**config.mk**
```make
export PLATFORM = sky130hd
export DESIGN_NAME = m_sd_card_cmd_tx_flat
export DESIGN_NICKNAME = d
export VERILOG_FILES = /design/src/rtl/m_sd_card_cmd_tx_if.sv /design/src/rtl/m_sd_card_cmd_tx.sv /design/src/flat_wrapper.sv
export SDC_FILE = /design/constraint.sdc
export NUM_CORES = 1
export LEC_CHECK = 0
export ABC_CLOCK_PERIOD_IN_PS = 2300
export BUFFER_PORTS_ARGS = -buffer_cell sky130_fd_sc_hd__clkbuf_2
export CAP_MARGIN = 5
export CORE_ASPECT_RATIO = 1.2
export CORE_MARGIN = 4
export CORE_UTILIZATION = 58
export CTS_BUF_LIST = sky130_fd_sc_hd__clkbuf_8
export CTS_CLUSTER_SIZE = 40
export DETAILED_ROUTE_END_ITERATION = 10
export PLACE_DENSITY = 0.91
export SETUP_SLACK_MARGIN = 0.5
export SLEW_MARGIN = 15
export SYNTH_ARGS = -nofsm -noshare
export SYNTH_HDL_FRONTEND = slang
export SYNTH_SLANG_ARGS = --single-unit
```
**constraint.sdc**
```tcl
create_clock -name clk -period 2.3 [get_ports clk]
set_clock_uncertainty 0.05 [all_clocks]
set_input_delay 0.46 -clock clk [delete_from_list [all_inputs] [get_ports clk]]
set_output_delay 0.46 -clock clk [all_outputs]
set_load 0.05 [all_outputs]
```
**src/rtl/m_sd_card_cmd_tx_if.sv**
```systemverilog
// Command-mux to CMD-line transmitter bus: request, command fields, pad drive and status.
interface m_sd_card_cmd_tx_if;
    logic       Send_CMD_En;
    logic [5:0] CMD_ID;
    logic [7:0] Arg1;
    logic [7:0] Arg2;
    logic [7:0] Arg3;
    logic [7:0] Arg4;
    logic       cmd_out;
    logic       cmd_oe;
    logic       busy;
    logic [6:0] frame_crc;
    logic       Send_CMD_Complite;

    modport master (
        output Send_CMD_En, CMD_ID, Arg1, Arg2, Arg3, Arg4,
        input  cmd_out, cmd_oe, busy, frame_crc, Send_CMD_Complite
    );

    modport slave (
        input  Send_CMD_En, CMD_ID, Arg1, Arg2, Arg3, Arg4,
        output cmd_out, cmd_oe, busy, frame_crc, Send_CMD_Complite
    );
endinterface

```
**src/rtl/m_sd_card_cmd_tx.sv**
```systemverilog
// SD CMD-line transmitter: serialises a 48-bit command frame with CRC7, MSB first, one bit per clk.
// Optional macro SD_CMD_TX_ABORT_EN: dropping Send_CMD_En mid-frame aborts the transmission.
module m_sd_card_cmd_tx #(
    parameter int unsigned GAP_BITS = 2
) (
    input  logic                 clk,
    input  logic                 rst,
    m_sd_card_cmd_tx_if.slave    bus
);
    localparam int unsigned HDR_W = 40;
    localparam int unsigned CRC_W = 7;
    localparam int unsigned IDX_W = 6;
    localparam int unsigned GAP_W = 4;
    localparam logic [IDX_W-1:0] LAST_BIT  = IDX_W'(47);
    localparam logic [IDX_W-1:0] CRC_START = IDX_W'(8);
    localparam logic [GAP_W-1:0] GAP_LAST  = GAP_W'(GAP_BITS);

    typedef enum logic [1:0] {
        S_IDLE  = 2'd0,
        S_SHIFT = 2'd1,
        S_GAP   = 2'd2,
        S_DONE  = 2'd3
    } state_t;

    state_t           r_state;
    logic [IDX_W-1:0] r_bit_idx;
    logic [GAP_W-1:0] r_gap_cnt;
    logic [HDR_W-1:0] r_hdr;
    logic [CRC_W-1:0] r_crc;
    logic [CRC_W-1:0] r_frame_crc;
    logic             r_cmd_out;
    logic             r_cmd_oe;
    logic             r_busy;
    logic             r_complite;

    logic [7:0]       w_tail_vec;
    logic             w_tail_bit;

    // CRC7 bits followed by the end bit, indexed directly by the low bits of the frame index
    assign w_tail_vec = {r_crc, 1'b1};
    assign w_tail_bit = w_tail_vec[r_bit_idx[2:0]];

    function automatic logic [CRC_W-1:0] crc7_step(input logic [CRC_W-1:0] c, input logic b);
        logic fb;
        fb = b ^ c[CRC_W-1];
        return {c[CRC_W-2:0], 1'b0} ^ (fb ? 7'h09 : 7'h00);
    endfunction

    always_ff @(posedge clk) begin
        if (rst) begin
            r_state     <= S_IDLE;
            r_bit_idx   <= '0;
            r_gap_cnt   <= '0;
            r_hdr       <= '0;
            r_crc       <= '0;
            r_frame_crc <= '0;
            r_cmd_out   <= 1'b1;
            r_cmd_oe    <= 1'b0;
            r_busy      <= 1'b0;
            r_complite  <= 1'b0;
        end else begin
            case (r_state)
                S_IDLE: begin
                    r_cmd_oe  <= 1'b0;
                    r_cmd_out <= 1'b1;
                    if (bus.Send_CMD_En && !r_complite) begin
                        r_hdr     <= {2'b01, bus.CMD_ID, bus.Arg1, bus.Arg2, bus.Arg3, bus.Arg4};
                        r_crc     <= '0;
                        r_bit_idx <= LAST_BIT;
                        r_busy    <= 1'b1;
                        r_state   <= S_SHIFT;
                    end
                end

                S_SHIFT: begin
`ifdef SD_CMD_TX_ABORT_EN
                    if (!bus.Send_CMD_En) begin
                        r_cmd_oe  <= 1'b0;
                        r_cmd_out <= 1'b1;
                        r_busy    <= 1'b0;
                        r_state   <= S_IDLE;
                    end else
`endif
                    begin
                        r_cmd_oe <= 1'b1;
                        if (r_bit_idx >= CRC_START) begin
                            r_cmd_out <= r_hdr[HDR_W-1];
                            r_crc     <= crc7_step(r_crc, r_hdr[HDR_W-1]);
                            r_hdr     <= {r_hdr[HDR_W-2:0], 1'b0};
                        end else begin
                            r_cmd_out <= w_tail_bit;
                        end
                        if (r_bit_idx == '0) begin
                            r_frame_crc <= r_crc;
                            r_gap_cnt   <= '0;
                            r_state     <= S_GAP;
                        end else begin
                            r_bit_idx <= r_bit_idx - IDX_W'(1);
                        end
                    end
                end

                S_GAP: begin
`ifdef SD_CMD_TX_ABORT_EN
                    if (!bus.Send_CMD_En) begin
                        r_cmd_oe  <= 1'b0;
                        r_cmd_out <= 1'b1;
                        r_busy    <= 1'b0;
                        r_state   <= S_IDLE;
                    end else
`endif
                    begin
                        r_cmd_out <= 1'b1;
                        if (r_gap_cnt == GAP_LAST) begin
                            r_cmd_oe   <= 1'b0;
                            r_busy     <= 1'b0;
                            r_complite <= bus.Send_CMD_En;
                            r_state    <= S_DONE;
                        end else begin
                            r_cmd_oe  <= 1'b1;
                            r_gap_cnt <= r_gap_cnt + GAP_W'(1);
                        end
                    end
                end

                S_DONE: begin
                    r_cmd_oe  <= 1'b0;
                    r_cmd_out <= 1'b1;
                    r_busy    <= 1'b0;
                    // completion stays up until the requester withdraws the request
                    if (bus.Send_CMD_En) begin
                        r_complite <= 1'b1;
                    end else begin
                        r_complite <= 1'b0;
                        r_state    <= S_IDLE;
                    end
                end

                default: begin
                    r_state <= S_IDLE;
                end
            endcase
        end
    end

    assign bus.cmd_out           = r_cmd_out;
    assign bus.cmd_oe            = r_cmd_oe;
    assign bus.busy              = r_busy;
    assign bus.frame_crc         = r_frame_crc;
    assign bus.Send_CMD_Complite = r_complite;

endmodule

```
**src/flat_wrapper.sv**
```systemverilog
// flat-port wrapper written by rule: the top's interface ports become plain ports
module m_sd_card_cmd_tx_flat 
#(
    parameter int unsigned GAP_BITS = 2
)
  (clk, rst, bus_Send_CMD_En, bus_CMD_ID, bus_Arg1, bus_Arg2, bus_Arg3, bus_Arg4, bus_cmd_out, bus_cmd_oe, bus_busy, bus_frame_crc, bus_Send_CMD_Complite);
  m_sd_card_cmd_tx_if bus_i ();
  input  logic clk;
  input  logic rst;
  input wire logic [$bits(bus_i.Send_CMD_En)-1:0] bus_Send_CMD_En;
  input wire logic [$bits(bus_i.CMD_ID)-1:0] bus_CMD_ID;
  input wire logic [$bits(bus_i.Arg1)-1:0] bus_Arg1;
  input wire logic [$bits(bus_i.Arg2)-1:0] bus_Arg2;
  input wire logic [$bits(bus_i.Arg3)-1:0] bus_Arg3;
  input wire logic [$bits(bus_i.Arg4)-1:0] bus_Arg4;
  output wire logic [$bits(bus_i.cmd_out)-1:0] bus_cmd_out;
  output wire logic [$bits(bus_i.cmd_oe)-1:0] bus_cmd_oe;
  output wire logic [$bits(bus_i.busy)-1:0] bus_busy;
  output wire logic [$bits(bus_i.frame_crc)-1:0] bus_frame_crc;
  output wire logic [$bits(bus_i.Send_CMD_Complite)-1:0] bus_Send_CMD_Complite;
  assign bus_i.Send_CMD_En = bus_Send_CMD_En;
  assign bus_i.CMD_ID = bus_CMD_ID;
  assign bus_i.Arg1 = bus_Arg1;
  assign bus_i.Arg2 = bus_Arg2;
  assign bus_i.Arg3 = bus_Arg3;
  assign bus_i.Arg4 = bus_Arg4;
  assign bus_cmd_out = bus_i.cmd_out;
  assign bus_cmd_oe = bus_i.cmd_oe;
  assign bus_busy = bus_i.busy;
  assign bus_frame_crc = bus_i.frame_crc;
  assign bus_Send_CMD_Complite = bus_i.Send_CMD_Complite;
  m_sd_card_cmd_tx #(.GAP_BITS(GAP_BITS)) u_core (.clk(clk), .rst(rst), .bus(bus_i));
endmodule
```
---- Word-level counts from Yosys, hierarchy flattened ----
Index checks and enable logic that the tools add are counted.
cells by class
  add/subtract/negate cells ............... 2
  $mul .................................... 0
  divide/modulo/power cells ............... 0
  order comparisons ....................... 2
  equal/unequal tests ..................... 11
  shift operators ......................... 0
  multiplexer cells ....................... 30
  bitwise logic cells ..................... 2
  reduce and logical (&&, ||, !) cells .... 17
operator list
  kind                                                                           number
  40-bit two-way mux                                                             2
  40-bit case mux with 2 select lines                                            1
  7-bit two-way mux                                                              2
  7-bit case mux with 2 select lines                                             1
  4-bit two-way mux                                                              3
  6-bit two-way mux                                                              2
  6-bit case mux with 2 select lines                                             1
  3-bit AND reduction                                                            4
  2-bit two-way mux                                                              4
  2-bit by 1-bit != test with 1-bit output (second input constant)               4
  2-bit case mux with 4 select lines                                             1
  4-bit case mux with 2 select lines                                             1
  1-bit two-way mux                                                              7
  7-bit bitwise XOR                                                              1
  6-bit by 4-bit >= comparator with 1-bit output (second input constant)         1
  6-bit logical NOT                                                              1
  2-bit != test (second input constant)                                          3
  1-bit case mux with 3 select lines                                             2
  2-bit nonzero test                                                             3
  6-bit by 1-bit subtractor with 6-bit output (second input constant)            1
  4-bit by 1-bit adder with 4-bit output (second input constant)                 1
  2-bit equality test (second input constant)                                    2
  4-bit by 2-bit equality test with 1-bit output (second input constant)         1
  3-bit by 4-bit less-than comparator with 1-bit output (second input constant)  1
  12 further kinds                                                               14
word-level totals
  register bits ........................... 70
  latch bits .............................. 0
  bits in writable memories ............... 0
  memory bits (read-only) ................. 0
  input port bits ......................... 41
  output and inout port bits .............. 11
  memories ................................ 0

---- Depth between registers and ports, before layout ----
Gate-level depths: netlist of the first run.
  depth in word-level cells ............... 5
  gate-level depth with buffers ........... 8
  gate-level depth less buffers ........... 6

---- Worst setup path after synthesis of the first run ----
OpenSTA, ideal clock, no wires.
  path kind ............................... register -> register
  start point ............................. register u_core.r_bit_idx[0]
  end point ............................... register u_core.r_bit_idx[3]
  library setup time ...................... 0.074 ns
  arrival time ............................ 1.593 ns
  required time ........................... 2.176 ns
  path slack .............................. 0.582 ns
  cell stages (with the launch flop) ...... 7
  buffers on the path ..................... 0
  clock period less this slack ............ 1.718 ns
  path through ............................ dfxtp_1 > inv_1 > ha_1 > nor2b_1 > and3_1 > or4_1 > a31oi_1
on the way
  cells in the longest elaborated chain, start to end .. 3
  elaborated cells on any way between the ends .. 6
RTL lines
  element                                                                                  line                                            RTL
  start: declaration                                                                       m_sd_card_cmd_tx.sv:26                          logic [IDX_W-1:0] r_bit_idx;
  start signal: assignment                                                                 m_sd_card_cmd_tx.sv:98                          r_bit_idx <= r_bit_idx - IDX_W'(1);
  6-bit by 1-bit subtractor with 6-bit output / 6-bit logical NOT (equally long branches)  m_sd_card_cmd_tx.sv:98, m_sd_card_cmd_tx.sv:93
  6-bit two-way mux / 2-bit != test (equally long branches)                                n/a
  6-bit case mux with 2 select lines / 3-bit AND reduction (equally long branches)         n/a
Several ways; a longest one is shown, not always the timed one. The select of a mux whose other input is x is not followed.
A chain may end at the register's enable or synchronous reset.

---- Worst setup path after layout of the first run ----
  start point ............................. register u_core.r_state[0]
  end point ............................... register u_core.r_hdr[1]
on the way
  cells in the longest elaborated chain, start to end .. 3
  elaborated cells on any way between the ends .. 7
RTL lines
  element                                                                                          line                    RTL
  start: declaration                                                                               m_sd_card_cmd_tx.sv:25  state_t r_state;
  start signal: assignment                                                                         m_sd_card_cmd_tx.sv:51  r_state <= S_IDLE;
  start signal: assignment                                                                         m_sd_card_cmd_tx.sv:71  r_state <= S_SHIFT;
  start signal: assignment                                                                         m_sd_card_cmd_tx.sv:96  r_state <= S_GAP;
  2-bit by 1-bit equality test with 1-bit output / 2-bit logical NOT (equally long branches)       m_sd_card_cmd_tx.sv:62  case (r_state)
  2-bit by 1-bit != test with 1-bit output (no line) / 2-bit nonzero test (equally long branches)  n/a
  3-bit AND reduction (no line)                                                                    n/a
  end signal: assignment                                                                           m_sd_card_cmd_tx.sv:67  r_hdr <= {2'b01, bus.CMD_ID, bus.Arg1, bus.Arg2, bus.Arg3, bus.Arg4};
  end signal: assignment                                                                           m_sd_card_cmd_tx.sv:89  r_hdr <= {r_hdr[HDR_W-2:0], 1'b0};
  end: declaration                                                                                 m_sd_card_cmd_tx.sv:28  logic [HDR_W-1:0] r_hdr;
Several ways; a longest one is shown, not always the timed one.

==> results.py, run 1 <==
metrics = {
    "critical_path": {
        "cp.required_ps": 2490,
        "worst-path-max-fanout": 19,
        "cp-start-kind": "flip-flop",
        "end_kind": "flip-flop",
        "critPathArrivalTime_ps": 2060,
        "r2r_cells": 8,
        "path_class": "reg -> reg",
        "cp_slowest_stage_delay_ps": 360,
        "slowest_stage": "dfxtp_4",
        "path_cells": "inv_1, ha_4, nand3b_1, a22oi_2, buf_6, buf_12, nor2_1, a211oi_1",
    },
    "hold_path": {
        "min_path_cells": 3,
        "hp-class": "in -> reg",
    },
    "synth": {
        "synth_ff_type": "dfxtp_1",
        "synth_area_leaders": "dfxtp_1 (43%), mux2i_1 (13%), a211oi_1 (8.8%)",
        "yosys_warnings": 0,
        "syn_area_per_cell_um2": 9.44,
        "yosysTopAreaCell": "dfxtp_1",
        "asyncSetResetFlopFracSynth": 0,
        "synth_nets": 394,
        "synthCells": 345,
        "ys_types": 46,
        "yosys.area.top_type_share": 0.430,
        "ys_seq_area_frac": 0.430,
        "ys_seq_elements": 70,
        "synth-edff-count": 0,
        "syn-cell-area_um2": 3260,
    },
    "sta": {
        "finalCriticalPeriod_ps": 1870,
        "timing.hold.ws_ps": 349,
        "worst_pin_slew_ps": 677,
        "maxSlewViolCount": 0,
        "timing_hold_violations_final": 0,
        "rsz0062_at_grt": "yes",
        "relSlewSlack": 0.549,
        "period_share": 0.813,
        "tns_ps": 0,
        "fmax_ghz": 0.535,
        "finalSetupViolations": 0,
    },
    "global_routing": {
        "met3_usage": 0.0450,
        "grtUsageMet2": 0.356,
        "grt_pass1_wl_um": 12700,
        "busiest_layer": "met2",
        "antenna_found_initial": 0,
        "grt_pass1_vias": 2712,
        "global_route.overflow_total": 0,
        "gr-usage-all-layers": 0.227,
        "grt_use_met1": 0.283,
        "grt_max_degree": 27,
    },
    "placed_design": {
        "post-place-cells": 444,
        "place_area_um2": 3570,
        "place_congestion": 0.789,
        "place_hpwl_um": 4900,
        "numPortBuffers": 51,
    },
    "floorplan": {
        "initial_core_util": 0.606,
        "pin_count": 52,
        "chipWidth_um": 76.4,
        "core_um2": 5370,
        "die-area_um2": 6880,
        "std_cell_rows": 29,
        "fp.dieH_um": 90.1,
    },
    "final_layout": {
        "diodes": 0,
        "fin_cells": 472,
        "syn_to_final_growth_pct": 26.8,
        "fin_nets": 454,
        "drive_above_1_share": 0.312,
        "final_area_um2": 4130,
        "fillCellCount": 333,
    },
    "power": {
        "p_leak_nw": 1.64,
        "ir_drop_v": 0.000974,
        "power.total_w": 0.00689,
        "power.density_nw_per_um2": 1670,
    },
    "clock_network": {
        "cts.reportedPaths.clkPinSlew_ps": 70,
        "tritoncts": "done",
        "worstSkewPairLatency_ps": 360,
        "clock-root-buffer": "clkbuf_8",
        "cts_max_level": 3,
        "clockBufferDepth": 2,
        "cts_sinks": 70,
        "numCtsBuffers": 9,
    },
    "outcome": {
        "outcome": "complete, no violations",
    },
    "run": {
        "max_cap_violations": 0,
    },
    "detailed_routing": {
        "first_pass_iters": 4,
        "wl_per_cell_um": 17.5,
        "drc": 0,
        "via_count": 2882,
        "vias_per_cell": 6.11,
        "final_antenna_net_count": 0,
        "drt-total-wl_um": 8280,
        "drt_iter0_drc": 282,
    },
}
cell type report:
class                   count  area [um^2]  share of cell area
clock buffers              10          138              0.0333
clock inverters             6          110              0.0267
inverters                   8         30.0             0.00727
multi-input cells         244         1830               0.443
flip-flops and latches     70         1410               0.342
well taps                  62         77.6              0.0188
repair buffers             72          529               0.128
what timing repair did:
item	4_1_cts	5_1_grt
resized for setup	17	24
gates cloned	1	2
endpoints found under the setup margin	56	56
hold buffers	0	0
setup buffers	1	8
pin swaps	1	4
worst paths after layout:
check                                              from                       to  slack (ps)
worst max-delay path                  u_core.r_state[0]          u_core.r_hdr[1]         430
worst min-delay path                        bus_Arg4[0]          u_core.r_hdr[0]         350
worst max register to register        u_core.r_state[0]          u_core.r_hdr[1]         430
worst min register to register  u_core.bus.frame_crc[6]  u_core.bus.frame_crc[6]         410
cells by family (layout without fill, tap and decap cells):
kind of cell	after synthesis	after routing	share of synthesized area
XOR/XNOR	2	2	0.00538
adder cells (fa/ha/maj)	8	8	0.0307
flip-flops	70	70	0.430
buffers and inverters	31	96	0.0469
AO/OA/AOI/OAI	84	84	0.190
multiplexers	43	43	0.136
AND/OR/NAND/NOR	107	107	0.160
cell usage after synthesis (2+ instances only):
| master | instances |
|---|---|
| a211oi_1 | 38 |
| buf_4 | 4 |
| ha_1 | 8 |
| or4_1 | 2 |
| nor2_1 | 48 |
| xnor2_1 | 2 |
| buf_2 | 11 |
| o221a_2 | 6 |
| or3_1 | 7 |
| clkbuf_1 | 6 |
| o41ai_1 | 3 |
| dfxtp_1 | 70 |
| a31oi_1 | 3 |
| nor3_2 | 3 |
| nor2b_1 | 3 |
| mux2i_1 | 42 |
| o211ai_1 | 2 |
| a311oi_1 | 2 |
| nand4_1 | 3 |
| inv_1 | 8 |
| o21ai_0 | 6 |
| nand3_1 | 3 |
| a21oi_1 | 15 |
| a221oi_1 | 2 |
| nand2_1 | 23 |
| nand2b_1 | 5 |
worst max-delay path, delay by kind of cell (launching register included):
family	cells	cell delay (ps)
AOI/OAI and AO/OA	2	520
adders and majority gates	1	180
buffers and inverters	3	470
DFF	1	360
and+or+nand+nor	2	170
routing by layer:
| layer | part of all wire | up-vias | routed length (um) |
|---|---|---|---|
| met5 | 0 | - | 0 |
| met4 | 0.028 | 0 | 231 |
| met3 | 0.060 | 22 | 497 |
| met2 | 0.49 | 115 | 4050 |
| met1 | 0.42 | 1351 | 3500 |
| li1 | - | 1394 | - |
state kept, by name, summed over array words and instances, names as in the netlist:
| name | cells |
|---|---|
| u_core.bus.Send_CMD_Complite | 1 |
| u_core.bus.busy | 1 |
| u_core.bus.cmd_oe | 1 |
| u_core.bus.cmd_out | 1 |
| u_core.bus.frame_crc | 7 |
| u_core.r_bit_idx | 6 |
| u_core.r_crc | 7 |
| u_core.r_gap_cnt | 4 |
| u_core.r_hdr | 40 |
| u_core.r_state | 2 |
metrics by stage:
stage	setup WS, ps	utilization
finish	429	0.769
global route	343	0.769
CTS	500	0.731
detailed placement	198	0.665
global placement	334	0.665
floorplan	582	-
power by group:
| group | total [W] | internal (W) | leakage [nW] | switching, W |
|---|---|---|---|---|
| Clock | 0.00123 | 0.000748 | 0.124 | 0.000485 |
| Sequential | 0.00216 | 0.00174 | 0.578 | 0.000413 |
| Combinational | 0.00350 | 0.00165 | 0.941 | 0.00186 |
cells in the final DEF, fill, tap and decap left out, types with 4 or more instances in the layout:
| cell type | count |
|---|---|
| clkbuf_2 | 51 |
| clkbuf_8 | 10 |
| o221a_2 | 6 |
| or3_1 | 7 |
| buf_12 | 4 |
| a211oi_2 | 13 |
| mux2i_1 | 42 |
| nor2_1 | 47 |
| o21ai_0 | 6 |
| nand2_1 | 23 |
| a211oi_1 | 25 |
| a21oi_1 | 15 |
| nand2b_1 | 5 |
| dfxtp_1 | 66 |
| inv_1 | 8 |
| buf_4 | 12 |
| ha_1 | 6 |
(Power assumes the default switching activity.)
==> inputs of run 2 (changes only) <==
--- a/config.mk
+++ b/config.mk
@@ -5,16 +5,16 @@
 export SDC_FILE = /design/constraint.sdc
 export NUM_CORES = 1
 export LEC_CHECK = 0
-export ABC_CLOCK_PERIOD_IN_PS = 2300
+export ABC_CLOCK_PERIOD_IN_PS = 1500
 export BUFFER_PORTS_ARGS = -buffer_cell sky130_fd_sc_hd__clkbuf_2
 export CAP_MARGIN = 5
 export CORE_ASPECT_RATIO = 1.2
 export CORE_MARGIN = 4
-export CORE_UTILIZATION = 58
+export CORE_UTILIZATION = 53
 export CTS_BUF_LIST = sky130_fd_sc_hd__clkbuf_8
 export CTS_CLUSTER_SIZE = 40
 export DETAILED_ROUTE_END_ITERATION = 10
-export PLACE_DENSITY = 0.91
+export PLACE_DENSITY = 0.88
 export SETUP_SLACK_MARGIN = 0.5
 export SLEW_MARGIN = 15
 export SYNTH_ARGS = -nofsm -noshare
==> constraint.sdc (replaced) <==
create_clock -name clk -period 1.5 [get_ports clk]
set_clock_uncertainty 0.05 [all_clocks]
set_input_delay 0.3 -clock clk [delete_from_list [all_inputs] [get_ports clk]]
set_output_delay 0.3 -clock clk [all_outputs]
set_load 0.05 [all_outputs]
==> run 2 against run 1 <==
  * Die area up 8.5%
  * Largest power group unchanged
  * Highest routed layer unchanged
  * The flow now finishes with violations (negative setup slack)
  * Maximum frequency down 2.7%
  * Routed wire length up 35%
  * Sequential power up 56%
  * Sequential share of layout area down 5.9 points
  * Via count up 17%
  * Combinational power up 120%
==> results.py, run 2 (synthesis gave the netlist of run 1 again) <==
metrics = {
    "global_routing": {
        "grtUsageMet2": 0.451,
        "global_route.overflow_total": 0,
        "gr-usage-all-layers": 0.251,
        "busiest_layer": "met2",
        "grt_pass1_vias": 3109,
        "grt_pass1_wl_um": 14600,
        "antenna_found_initial": 0,
        "grt_use_met1": 0.286,
        "met3_usage": 0.0470,
        "grt_max_degree": 26,
    },
    "critical_path": {
        "slowest_stage": "dfxtp_2",
        "path_cells": "buf_4, ha_1, nand4bb_1, buf_4, o21ai_0, mux2i_1, nor2_1",
        "cp_slowest_stage_delay_ps": 360,
        "cp_common_cell": "buf_4",
        "end_kind": "flip-flop",
        "path_class": "reg -> reg",
        "worst-path-max-fanout": 6,
        "cp.required_ps": 1690,
        "cp-start-kind": "flip-flop",
        "critPathArrivalTime_ps": 2110,
    },
    "final_layout": {
        "largest-register": "u_core.r_hdr",
        "layout_common_cells": "buf_4 (56), dfxtp_1 (51), mux2i_1 (42)",
        "syn_to_final_growth_pct": 56.0,
        "fin_nets": 513,
        "drive_above_1_share": 0.520,
        "largest_reg_flops": 40,
        "fillCellCount": 278,
        "final_common_cell": "buf_4",
        "diodes": 0,
        "multi_input_area_um2": 2050,
        "seq_area_um2": 1440,
        "fin_cells": 551,
    },
    "detailed_routing": {
        "first_pass_iters": 5,
        "drt_iter0_drc": 313,
        "drc": 0,
        "via_count": 3361,
        "vias_per_cell": 6.10,
        "drt-total-wl_um": 11100,
        "wl_per_cell_um": 20.2,
        "final_antenna_net_count": 0,
    },
    "power": {
        "power.total_w": 0.0130,
        "power.density_nw_per_um2": 2560,
        "p_leak_nw": 2.07,
        "ir_drop_v": 0.00152,
    },
    "outcome": {
        "violations": "negative setup slack",
        "outcome": "finished, violations left",
    },
    "floorplan": {
        "pin_count": 52,
        "initial_core_util": 0.542,
        "die-area_um2": 7470,
        "fp.dieH_um": 93.9,
        "core_um2": 6010,
        "chipWidth_um": 79.5,
        "std_cell_rows": 31,
    },
    "clock_network": {
        "tritoncts": "done",
        "numCtsBuffers": 9,
        "worstSkewPairLatency_ps": 360,
        "holdBufCountCts": 0,
        "clock-root-buffer": "clkbuf_8",
        "clockBufferDepth": 2,
        "cts_sinks": 70,
        "cts_max_level": 3,
        "cts.reportedPaths.clkPinSlew_ps": 80,
    },
    "sta": {
        "worst_pin_slew_ps": 386,
        "rsz0062_at_grt": "yes",
        "tns_ps": -13230,
        "maxSlewViolCount": 0,
        "timing.hold.ws_ps": 169,
        "timing_hold_violations_final": 0,
        "setup_slack_ps": -422,
        "period_share": 1.28,
        "finalCriticalPeriod_ps": 1920,
        "relSlewSlack": 0.743,
        "finalSetupViolations": 64,
        "fmax_ghz": 0.520,
    },
    "run": {
        "max_cap_violations": 0,
    },
    "placed_design": {
        "place_congestion": 0.915,
        "numPortBuffers": 51,
        "place_hpwl_um": 5450,
        "post-place-cells": 506,
    },
    "hold_path": {
        "hp-class": "in -> reg",
    },
}
-- run 2: changes by cell type in the layout (fill, tap and decap cells not counted), moves of 6 or more --
cell / before / now
a21oi_1: 15 / 7
a21oi_2: 0 / 8
buf_4: 12 / 56
buf_6: 1 / 13
buf_8: 1 / 7
clkbuf_2: 51 / 40
dfxtp_1: 66 / 51
dfxtp_2: 1 / 14
nor2_1: 47 / 41
nor2_2: 1 / 7
-- run 2: through the flow --
| stage | instance area, um^2 | worst slack [ps] | utilization |
|---|---|---|---|
| floorplan | 3410 | -35.8 | - |
| global placement | 4060 | -109 | 0.675 |
| detailed placement | 4060 | -226 | 0.675 |
| CTS | 4760 | -200 | 0.791 |
| global route | 5080 | -500 | 0.845 |
| finish | 5080 | -422 | 0.845 |
-- run 2: report_power, final --
part           internal [W]  total [W]  switching, W
Clock               0.00110    0.00185      0.000748
Combinational       0.00398    0.00778       0.00380
Sequential          0.00269    0.00337      0.000685
-- run 2: what timing repair did --
action | in CTS | in global routing
pin swaps | 22 | 10
endpoints found under the setup margin | 81 | 81
setup buffers | 16 | 10
gates resized for setup | 73 | 47
gates cloned | 1 | 2
-- run 2: metal layers --
metal,routed length (um),part of all wire,vias to the layer above
li1,-,-,1506
met1,4110,0.37,1608
met2,5760,0.52,172
met3,584,0.052,75
met4,687,0.062,0
met5,0,0,-
-- run 2: critical path, delay by kind of cell (launching register included) --
kind                     cells  cell delay, ps
AO/OA/AOI/OAI                1             120
multiplexers                 1             280
buffers and inverters        2             350
flip-flops                   1             360
adder cells (fa/ha/maj)      1             310
AND/OR/NAND/NOR              2             330
-- run 2: final timing paths --
check / startpoint / endpoint / slack (ps) / depth (start not counted)
worst max-delay path: u_core.r_state[1] / u_core.bus.Send_CMD_Complite / -420 / 7
worst min-delay path: bus_Arg4[0] / u_core.r_hdr[0] / 170 / 3
worst max register to register: u_core.r_state[1] / u_core.bus.Send_CMD_Complite / -420 / 7
worst min register to register: u_core.bus.frame_crc[1] / u_core.bus.frame_crc[1] / 420 / 2
-- run 2: area by class of cell --
cell class | count | area share
clock buffer | 9 | 0.0244
sequential | 70 | 0.283
timing repair buffer | 131 | 0.238
tap | 82 | 0.0202
multi-input combinational | 244 | 0.405
inverter | 8 | 0.00739
clock inverter | 7 | 0.0222
